`config.mk`:
```
export PLATFORM = sky130hd
export DESIGN_NAME = mdl_bdy_out_frz
export DESIGN_NICKNAME = d
export VERILOG_FILES = /design/src/rtl/mdl_bdy_out_frz_pkg.sv /design/src/rtl/mdl_bdy_out_frz_skid2.sv /design/src/rtl/mdl_bdy_out_frz.sv
export SDC_FILE = /design/constraint.sdc
export NUM_CORES = 1
export LEC_CHECK = 0
export CELL_PAD_IN_SITES_DETAIL_PLACEMENT = 0
export CELL_PAD_IN_SITES_GLOBAL_PLACEMENT = 1
export CORE_UTILIZATION = 49
export DETAILED_ROUTE_END_ITERATION = 10
export DONT_BUFFER_PORTS = 1
export PLACE_DENSITY_LB_ADDON = 0.1
export SETUP_SLACK_MARGIN = 0.2
export SLEW_MARGIN = 20
export SYNTH_ARGS = -nofsm -noshare
export SYNTH_HDL_FRONTEND = slang
export SYNTH_HIERARCHICAL = 1
export SYNTH_SLANG_ARGS = --single-unit
```
`constraint.sdc`:
```
create_clock -name iSYS_CLK -period 4.6 [get_ports iSYS_CLK]
set_clock_uncertainty 0.15 [all_clocks]
set_input_delay 0.92 -clock iSYS_CLK [delete_from_list [all_inputs] [get_ports iSYS_CLK]]
set_output_delay 0.92 -clock iSYS_CLK [all_outputs]
set_load 0.02 [all_outputs]
```
`src/rtl/mdl_bdy_out_frz_pkg.sv`:
```
// Shared constants and types for the body-output freeze stage.
package pkg_bdy;

  // Supported moduli for the final conditional subtraction.
  localparam logic [31:0] PRM_Q1 = 32'd8816641;
  localparam logic [31:0] PRM_Q2 = 32'd12410881;

  typedef enum logic [1:0] {
    ST_IDLE  = 2'd0,
    ST_RUN   = 2'd1,
    ST_DRAIN = 2'd2,
    ST_DONE  = 2'd3
  } t_bdy_state;

  // Reserved select codes fall back to the first modulus.
  function automatic logic [31:0] f_sel_q(input logic [1:0] ctl);
    return (ctl == 2'd1) ? PRM_Q2 : PRM_Q1;
  endfunction

endpackage

```
`src/rtl/mdl_bdy_out_frz_skid2.sv`:
```
// Two-entry skid buffer; head entry drives the output directly so the
// downstream side sees only registered data.
module mdl_axis_skid2 #(
  parameter int PRM_W = 65
) (
  input  logic             iSYS_CLK,
  input  logic             iSYS_RST,
  input  logic             i_push,
  input  logic [PRM_W-1:0] i_data,
  output logic             o_space,
  output logic             o_valid,
  input  logic             i_ready,
  output logic [PRM_W-1:0] o_data
);

  logic [PRM_W-1:0] r_d0;
  logic [PRM_W-1:0] r_d1;
  logic [1:0]       r_cnt;
  logic             w_push;
  logic             w_pop;

  assign w_push  = i_push && (r_cnt != 2'd2);
  assign w_pop   = (r_cnt != 2'd0) && i_ready;
  assign o_space = (r_cnt != 2'd2);
  assign o_valid = (r_cnt != 2'd0);
  assign o_data  = r_d0;

  // Entry shuffle: push fills the first free slot, pop shifts d1 into the head.
  always_ff @(posedge iSYS_CLK) begin
    if (iSYS_RST) begin
      r_d0  <= '0;
      r_d1  <= '0;
      r_cnt <= 2'd0;
    end else begin
      case ({w_push, w_pop})
        2'b10: begin
          if (r_cnt == 2'd0) r_d0 <= i_data;
          else               r_d1 <= i_data;
          r_cnt <= r_cnt + 2'd1;
        end
        2'b01: begin
          r_d0  <= r_d1;
          r_cnt <= r_cnt - 2'd1;
        end
        2'b11: begin
          if (r_cnt == 2'd1) begin
            r_d0 <= i_data;
          end else begin
            r_d0 <= r_d1;
            r_d1 <= i_data;
          end
        end
        default: ;
      endcase
    end
  end

endmodule

```
`src/rtl/mdl_bdy_out_frz.sv`:
```
// Final freeze of butterfly output coefficients: conditional subtract of q
// per lane, framed by a small sequencer, with a skid buffer toward the DMA.
//
//   state    | meaning
//   ---------+-----------------------------------------------------------
//   ST_IDLE  | waiting for START; q latched and flags cleared on exit
//   ST_RUN   | accepting input beats while the skid buffer has room
//   ST_DRAIN | all input taken; waiting for the Tlast beat to leave
//   ST_DONE  | one-cycle done pulse, then back to idle
module mdl_bdy_out_frz
  import pkg_bdy::*;
#(
  parameter int PRM_DAXI   = 64,
  parameter int PRM_COEFFS = 16
) (
  input  logic                iSYS_CLK,
  input  logic                iSYS_RST,
  input  logic                iFSM_START,
  input  logic [1:0]          iCTL_Q,
  input  logic                iRs_Tvalid,
  output logic                oRs_Tready,
  input  logic [PRM_DAXI-1:0] iRs_Tdata,
  input  logic                iRs_Tlast,
  output logic                oWm_Tvalid,
  input  logic                iWm_Tready,
  output logic [PRM_DAXI-1:0] oWm_Tdata,
  output logic                oWm_Tlast,
  output logic                oFSM_DONE,
  output logic                oERR_RANGE,
  output logic                oERR_LAST
);

  localparam int LW    = PRM_DAXI / 2;
  localparam int BEATS = PRM_COEFFS / 2;
  localparam int CW    = (BEATS > 1) ? $clog2(BEATS) : 1;
  // Two spare bits so both q and 2q compare without truncation.
  localparam int XW    = ((LW > 32) ? LW : 32) + 2;
  localparam logic [CW-1:0] LAST_IDX = CW'(BEATS - 1);

  t_bdy_state          r_state;
  t_bdy_state          w_next;
  logic [31:0]         r_q;
  logic [CW-1:0]       r_cnt;
  logic                r_err_range;
  logic                r_err_last;

  logic                w_acc;
  logic                w_final;
  logic [PRM_DAXI-1:0] w_frz;
  logic [1:0]          w_ovr;
  logic                w_skid_space;
  logic [PRM_DAXI:0]   w_skid_out;

  assign w_acc   = iRs_Tvalid && oRs_Tready;
  assign w_final = (r_cnt == LAST_IDX);

  for (genvar g = 0; g < 2; g++) begin : g_lane
    logic [LW-1:0] w_x;
    logic [XW-1:0] w_xe;
    logic [XW-1:0] w_qe;
    assign w_x  = iRs_Tdata[g*LW +: LW];
    assign w_xe = XW'(w_x);
    assign w_qe = XW'(r_q);
    assign w_frz[g*LW +: LW] = (w_xe >= w_qe) ? LW'(w_xe - w_qe) : w_x;
    assign w_ovr[g] = (w_xe >= (w_qe << 1));
  end

  mdl_axis_skid2 #(
    .PRM_W (PRM_DAXI + 1)
  ) u_skid (
    .iSYS_CLK (iSYS_CLK),
    .iSYS_RST (iSYS_RST),
    .i_push   (w_acc),
    .i_data   ({w_final, w_frz}),
    .o_space  (w_skid_space),
    .o_valid  (oWm_Tvalid),
    .i_ready  (iWm_Tready),
    .o_data   (w_skid_out)
  );

  assign {oWm_Tlast, oWm_Tdata} = w_skid_out;

  // State register.
  always_ff @(posedge iSYS_CLK) begin
    if (iSYS_RST) r_state <= ST_IDLE;
    else          r_state <= w_next;
  end

  // Next-state decode.
  always_comb begin
    w_next = r_state;
    case (r_state)
      ST_IDLE:  if (iFSM_START) w_next = ST_RUN;
      ST_RUN:   if (w_acc && w_final) w_next = ST_DRAIN;
      ST_DRAIN: if (oWm_Tvalid && iWm_Tready && oWm_Tlast) w_next = ST_DONE;
      ST_DONE:  w_next = ST_IDLE;
      default:  w_next = ST_IDLE;
    endcase
  end

  // Outputs depend only on registered state, never on the input stream.
  always_comb begin
    oRs_Tready = 1'b0;
    oFSM_DONE  = 1'b0;
    case (r_state)
      ST_RUN:  oRs_Tready = w_skid_space;
      ST_DONE: oFSM_DONE  = 1'b1;
      default: ;
    endcase
  end

  // Frame bookkeeping: q latch, beat counter and sticky error flags.
  always_ff @(posedge iSYS_CLK) begin
    if (iSYS_RST) begin
      r_q         <= '0;
      r_cnt       <= '0;
      r_err_range <= 1'b0;
      r_err_last  <= 1'b0;
    end else if ((r_state == ST_IDLE) && iFSM_START) begin
      r_q         <= f_sel_q(iCTL_Q);
      r_cnt       <= '0;
      r_err_range <= 1'b0;
      r_err_last  <= 1'b0;
    end else if (w_acc) begin
      r_cnt <= r_cnt + CW'(1);
      if (|w_ovr) r_err_range <= 1'b1;
      if (iRs_Tlast != w_final) r_err_last <= 1'b1;
    end
  end

  assign oERR_RANGE = r_err_range;
  assign oERR_LAST  = r_err_last;

endmodule

```
# Word-level counts from Yosys, hierarchy flattened
# Cells that the tools add are included.
[classes] n_reduce_logical=19 n_eq_ne=17 n_lt_le_gt_ge=4 n_mux=16 n_addsub=5
[ops] op="2-to-1 mux 65 bit" n=4
[ops] op="one-hot mux 65 bit (3 select lines)" n=1
[ops] op="one-hot mux 65 bit (2 select lines)" n=1
[ops] op="greater-or-equal comparator 32 x 33 -> 1 bit" n=2
[ops] op="greater-or-equal comparator 32 bit" n=2
[ops] op="2-to-1 mux 32 bit" n=2
[ops] op="subtractor 32 bit" n=2
[ops] op="2-to-1 mux 22 bit" n=1
[ops] op="!= test 2 bit, second input constant" n=6
[ops] op="== test 2 x 1 -> 1 bit, second input constant" n=4
[ops] op="== test 2 bit, second input constant" n=4
[ops] op="one-hot mux 2 bit (4 select lines)" n=1
[ops] op="logical AND 1 bit" n=6
[ops] op="2-to-1 mux 2 bit" n=3
[ops] op="AND reduction 2 bit" n=3
[ops] op="AND reduction 3 bit" n=2
[ops] op="nonzero test 2 bit" n=3
[ops] op="zero test 2 bit" n=2
[ops] op="one-hot mux 2 bit (2 select lines)" n=1
[ops] op="OR reduction 2 bit" n=2
[ops] op="adder 3 x 1 -> 3 bit, second input constant" n=1
[ops] op="== test 3 bit, second input constant" n=1
[ops] op="nonzero test 3 bit" n=1
[ops] op="adder 2 x 1 -> 2 bit, second input constant" n=1
[ops] op="4 further kinds" n=5
[word_totals] reg_bits=171 input_bits=72

# Longest topological paths before layout
[logic_depth] ltp_word=7 depth_mapped=14 ltp_nobuf=12

# Modules after synthesis
# The synthesis kept the hierarchy.
[modules_own_cells] mod="mdl_axis_skid2" area_per_inst_um2=6513.7 n_inst=1 cells_per_inst=732
[modules_own_cells] mod="mdl_bdy_out_frz" area_per_inst_um2=3578.4 n_inst=1 cells_per_inst=488

# Worst setup path after synthesis
# No wires, ideal clock.
[synth_path] path_type="input -> register" start="in iRs_Tdata[0]" end="reg u_skid.r_d0[11], in the netlist u_skid/o_data[11]" required_time_ns=4.362 setup_slack_ns=1.019 arrival_time_ns=3.342 setup_ns=0.088 stages=12 path_buffers=1 path_cell_list="inv_1 ha_1 ha_1 or3b_2 o2111ai_1 nand4b_1 a41oi_4 buf_2 nand2_1 o21ai_0 o21ai_0 a311oi_2"
[synth_via] elab_chain_cells=4 word_cells_on_any_way=6 cone_classes="add/sub: 1; order compare: 1; mux: 4"
[synth_lines] item="start, declared" line_no="mdl_bdy_out_frz.sv:22" source="input logic [PRM_DAXI-1:0] iRs_Tdata,"
[synth_lines] item="subtractor 32 bit / greater-or-equal comparator 32 bit (equally long branches)" line_no="mdl_bdy_out_frz.sv:64" source="assign w_frz[g*LW +: LW] = (w_xe >= w_qe) ? LW'(w_xe - w_qe) : w_x;"
[synth_lines] item="2-to-1 mux 32 bit *" line_no="mdl_bdy_out_frz.sv:64"
[synth_lines] item="named net w_frz[11]" line_no="mdl_bdy_out_frz.sv:49" source="logic [PRM_DAXI-1:0] w_frz;"
[synth_lines] item="2-to-1 mux 65 bit (on tied branches)" line_no="mdl_bdy_out_frz_skid2.sv:46, mdl_bdy_out_frz_skid2.sv:37"
[synth_lines] item="one-hot mux 65 bit (3 select lines) *" line_no="mdl_bdy_out_frz_skid2.sv:35" source="case ({w_push, w_pop})"
[synth_lines] item="end signal, assigned" line_no="mdl_bdy_out_frz_skid2.sv:37" source="if (r_cnt == 2'd0) r_d0 <= i_data;"
[synth_lines] item="end signal, assigned" line_no="mdl_bdy_out_frz_skid2.sv:47" source="r_d0 <= i_data;"
[synth_lines] item="end signal, assigned" line_no="mdl_bdy_out_frz_skid2.sv:49" source="r_d0 <= r_d1;"
[synth_lines] item="end, declared" line_no="mdl_bdy_out_frz_skid2.sv:16" source="logic [PRM_W-1:0] r_d0;"
# Mark *: on every way through the listed nets, which the timed path passes. The rest lies on a longest branch. The select of a mux whose other input is x is not followed.
# A chain may end at the register's enable or synchronous reset.

# Worst setup path in the final report
[layout_path] start="reg r_q[21]" end="reg u_skid.r_d0[9], in the netlist u_skid/o_data[9]"
[layout_via] elab_chain_cells=4 word_cells_on_any_way=5 cone_classes="order compare: 1; mux: 4"
[layout_lines] item="start, declared" line_no="mdl_bdy_out_frz.sv:42" source="logic [31:0] r_q;"
[layout_lines] item="start signal, assigned" line_no="mdl_bdy_out_frz.sv:120" source="r_q <= f_sel_q(iCTL_Q);"
[layout_lines] item="greater-or-equal comparator 32 bit *" line_no="mdl_bdy_out_frz.sv:64"
[layout_lines] item="2-to-1 mux 32 bit *" line_no="mdl_bdy_out_frz.sv:64"
[layout_lines] item="named net w_frz[9]" line_no="mdl_bdy_out_frz.sv:49"
[layout_lines] item="2-to-1 mux 65 bit (on tied branches)" line_no="mdl_bdy_out_frz_skid2.sv:46, mdl_bdy_out_frz_skid2.sv:37"
[layout_lines] item="one-hot mux 65 bit (3 select lines) *" line_no="mdl_bdy_out_frz_skid2.sv:35"
# Marks and branches as above.

==> reports/qor.txt <==
Status -> complete, no violations
Detail Route Antenna Nets -> 0
CTS Buf Count -> 17
Non-filler cells, final -> 1,425
DRT iter0 DRCs -> 920
Die width -> 146 um
Vias in the first global route -> 9,041
Initial antenna violation count -> 0
Critical path capture point type -> flip-flop
Hold buffers post-CTS -> 0
Gate Count Post-Synth -> 1,220
Overall global routing resource usage -> 31.4%
Worst EP arrival -> 4.24 ns
FFs w/ async S/R, synth -> 0%
Core area -> 20,200 um^2
CTS tree -> built
CP peak stage delay -> 0.61 ns
Final setup TNS -> 0 ns
Setup Viol. Count Final -> 0
F_max -> 248 MHz
First-pass GRT wire length -> 52,900 um
Synth unique cells -> 77
CP Max Fanout -> 16
RSZ-0062 raised after global routing -> no
Clock slew seen by the registers of the worst setup and hold paths -> 0.07 ns
Max Root-Sink Buffers -> 2
Nets -> 1,272
Share of post-route cells with drive strength above 1 -> 9.52%
Type of origin of the critical path -> flip-flop
Worst Hold Depth -> 2
Yosys synthesis warning count -> 6
H-Tree Level Count -> 4
Number of top-level pins -> 142
Via count -> 9,641
Mean post-synth cell area -> 8.27 um^2
Sequential area share after synthesis -> 28.2%
Worst hold path class -> reg -> reg
Post-synth top flop -> dfxtp_1
Standard-cell row count -> 52
RePlAce Congestion -> 0.954
Top cells by count, synth -> 142 x dfxtp_1, 135 x o211ai_1, 104 x a21oi_1, 95 x o21ai_0, 79 x nor3_1
First-pass iteration count of the detailed router -> 7
Syn Nets -> 1,350
Area Growth Syn to Fin -> 6.20%
Worst-case reg-to-reg path depth -> 11
Post-DP HPWL -> 21,300 um
Root Buffer -> clkbuf_16
Initial core utilization -> 49.9%
Max-slew violations -> 0
Routed len/inst -> 23.4 um
Die H -> 146 um
Place WS -> 0.518 ns
Top-count cell post-synth -> dfxtp_1
Fin crit share -> 87.5%
Fin. Hold Viols -> 0
Max-cap viol count -> 0
Least-Margin Pin Slew -> 0.864 ns
Pin count of the biggest net entering global routing -> 139
Synth area leaders -> dfxtp_1 28%, o211ai_1 10%, ha_1 7.2%, a21oi_1 5.2%, o31ai_1 5.1%
Global route overflow -> 0
Slew headroom -> 42.4%
Layout Utilization -> 53.0%
Reg-to-reg setup timing slack -> 0.58 ns
Worst VDD drop -> 0.407 mV
Worst-path cell chain -> inv_1 > ha_1 > nand2_2 > or4_4 > o311ai_4 > a41o_1 > nand3_4 > nor3_2 > xor2_1 > o21ai_0 > a311oi_2
PortBufs -> 0
Leading area contributor after synthesis -> dfxtp_1
Final worst setup slack -> 0.575 ns
Leak -> 3.45 nW
Synth top area share -> 28.2%
Dpl cell area -> 10,100 um^2
Min cycle time layout -> 4.02 ns
Die ar. -> 21,200 um^2
Synth Register Bits -> 142
Cell count after placement -> 1,393
Worst EP required -> 4.81 ns
DRT Wirelength -> 33,300 um
Number of synthesized flops with an enable pin -> 0
Clock Sinks -> 142
Pwr Density -> 541 nW/um^2
DRC viols -> 0
Clk_lat worst skew -> 0.44 ns
Post-CTS sizing -> 0
Post-CTS setup buffers -> 0
Crit path kind -> reg -> reg
Slowest CP cell -> ha_1
Synthesized cell area -> 10,100 um^2
Ant diodes -> 0
Final Instance Area -> 10,700 um^2
Post-DR vias/cell -> 6.77
-- sequential cells by signal (all words and copies together), names as in the netlist --
| signal | cells |
|---|---|
| r_cnt | 3 |
| r_q | 3 |
| oERR_LAST | 1 |
| u_skid/o_data | 65 |
| u_skid/r_d1 | 65 |
| oERR_RANGE | 1 |
| u_skid/r_cnt | 2 |
| r_state | 2 |
-- critical path, delay by kind of cell (launching register included) --
kind            cells  cell delay [ns]
fa+ha+maj           1             0.61
xor+xnor            1             0.26
compound gates      4             1.27
buf+inv             1             0.35
simple gates        4             0.97
flops               1             0.33
-- placed cells by master, fill, tap and decap left out, drive strengths merged, types with 12 or more instances in the layout --
cell type / n
nand3: 12
xnor2: 26
nor2b: 13
o21ai: 98
buf: 31
xor2: 34
nor4: 12
nor2: 50
a21oi: 104
a311oi: 67
o31ai: 68
inv: 26
ha: 58
nor3: 80
nand4: 14
dfxtp: 142
clkbuf: 17
o211ai: 135
nand2: 43
-- through the flow --
stage                     hold slack (ns)  power [mW]
after floorplan                     0.299        3.82
after global placement              0.302        4.37
after detailed placement            0.307        4.39
after CTS                           0.317        5.80
after global routing                0.336        6.14
final                               0.321        5.80
-- logic make-up after synthesis --
family | Yosys count | share of synthesized area (%)
AND/OR/NAND/NOR | 276 | 14.9
flip-flops | 142 | 28.2
buffers and inverters | 150 | 6.98
multiplexers | 7 | 0.719
adder cells (fa/ha/maj) | 58 | 7.19
AO/OA/AOI/OAI | 527 | 36.9
XOR/XNOR | 60 | 5.21
-- area by class of cell --
cell class / count / area, um^2
Sequential cell: 142 / 2840
Inverter: 22 / 85.1
Multi-Input combinational cell: 928 / 6600
Timing Repair Buffer: 31 / 270
Clock buffer: 17 / 425
Clock inverter: 15 / 161
Fill cell: 2009 / 9520
Tap cell: 270 / 338
-- final timing paths --
check / startpoint / end
max: r_q[21] / u_skid/o_data[9]
min: u_skid/r_d1[51] / u_skid/r_d1[51]
max reg2reg: r_q[21] / u_skid/o_data[9]
min reg2reg: u_skid/r_d1[51] / u_skid/r_d1[51]
-- layer usage --
layer	wire [um]	global-route usage, %	part of all wire [%]	vias up
met4	951	11.3	2.9	0
met3	2450	6.87	7.4	52
li1	-	-	-	4591
met1	14900	43.3	45	4620
met5	0	0	0	-
met2	15000	48.0	45	378
-- where the power goes --
group	switching (mW)	internal, mW	leakage [nW]
sequential	0.655	1.60	1.16
combinational	1.36	0.786	2.01
clock	0.603	0.805	0.282
total	2.61	3.19	3.45
No activity file was read; power rests on OpenSTA's default activity.
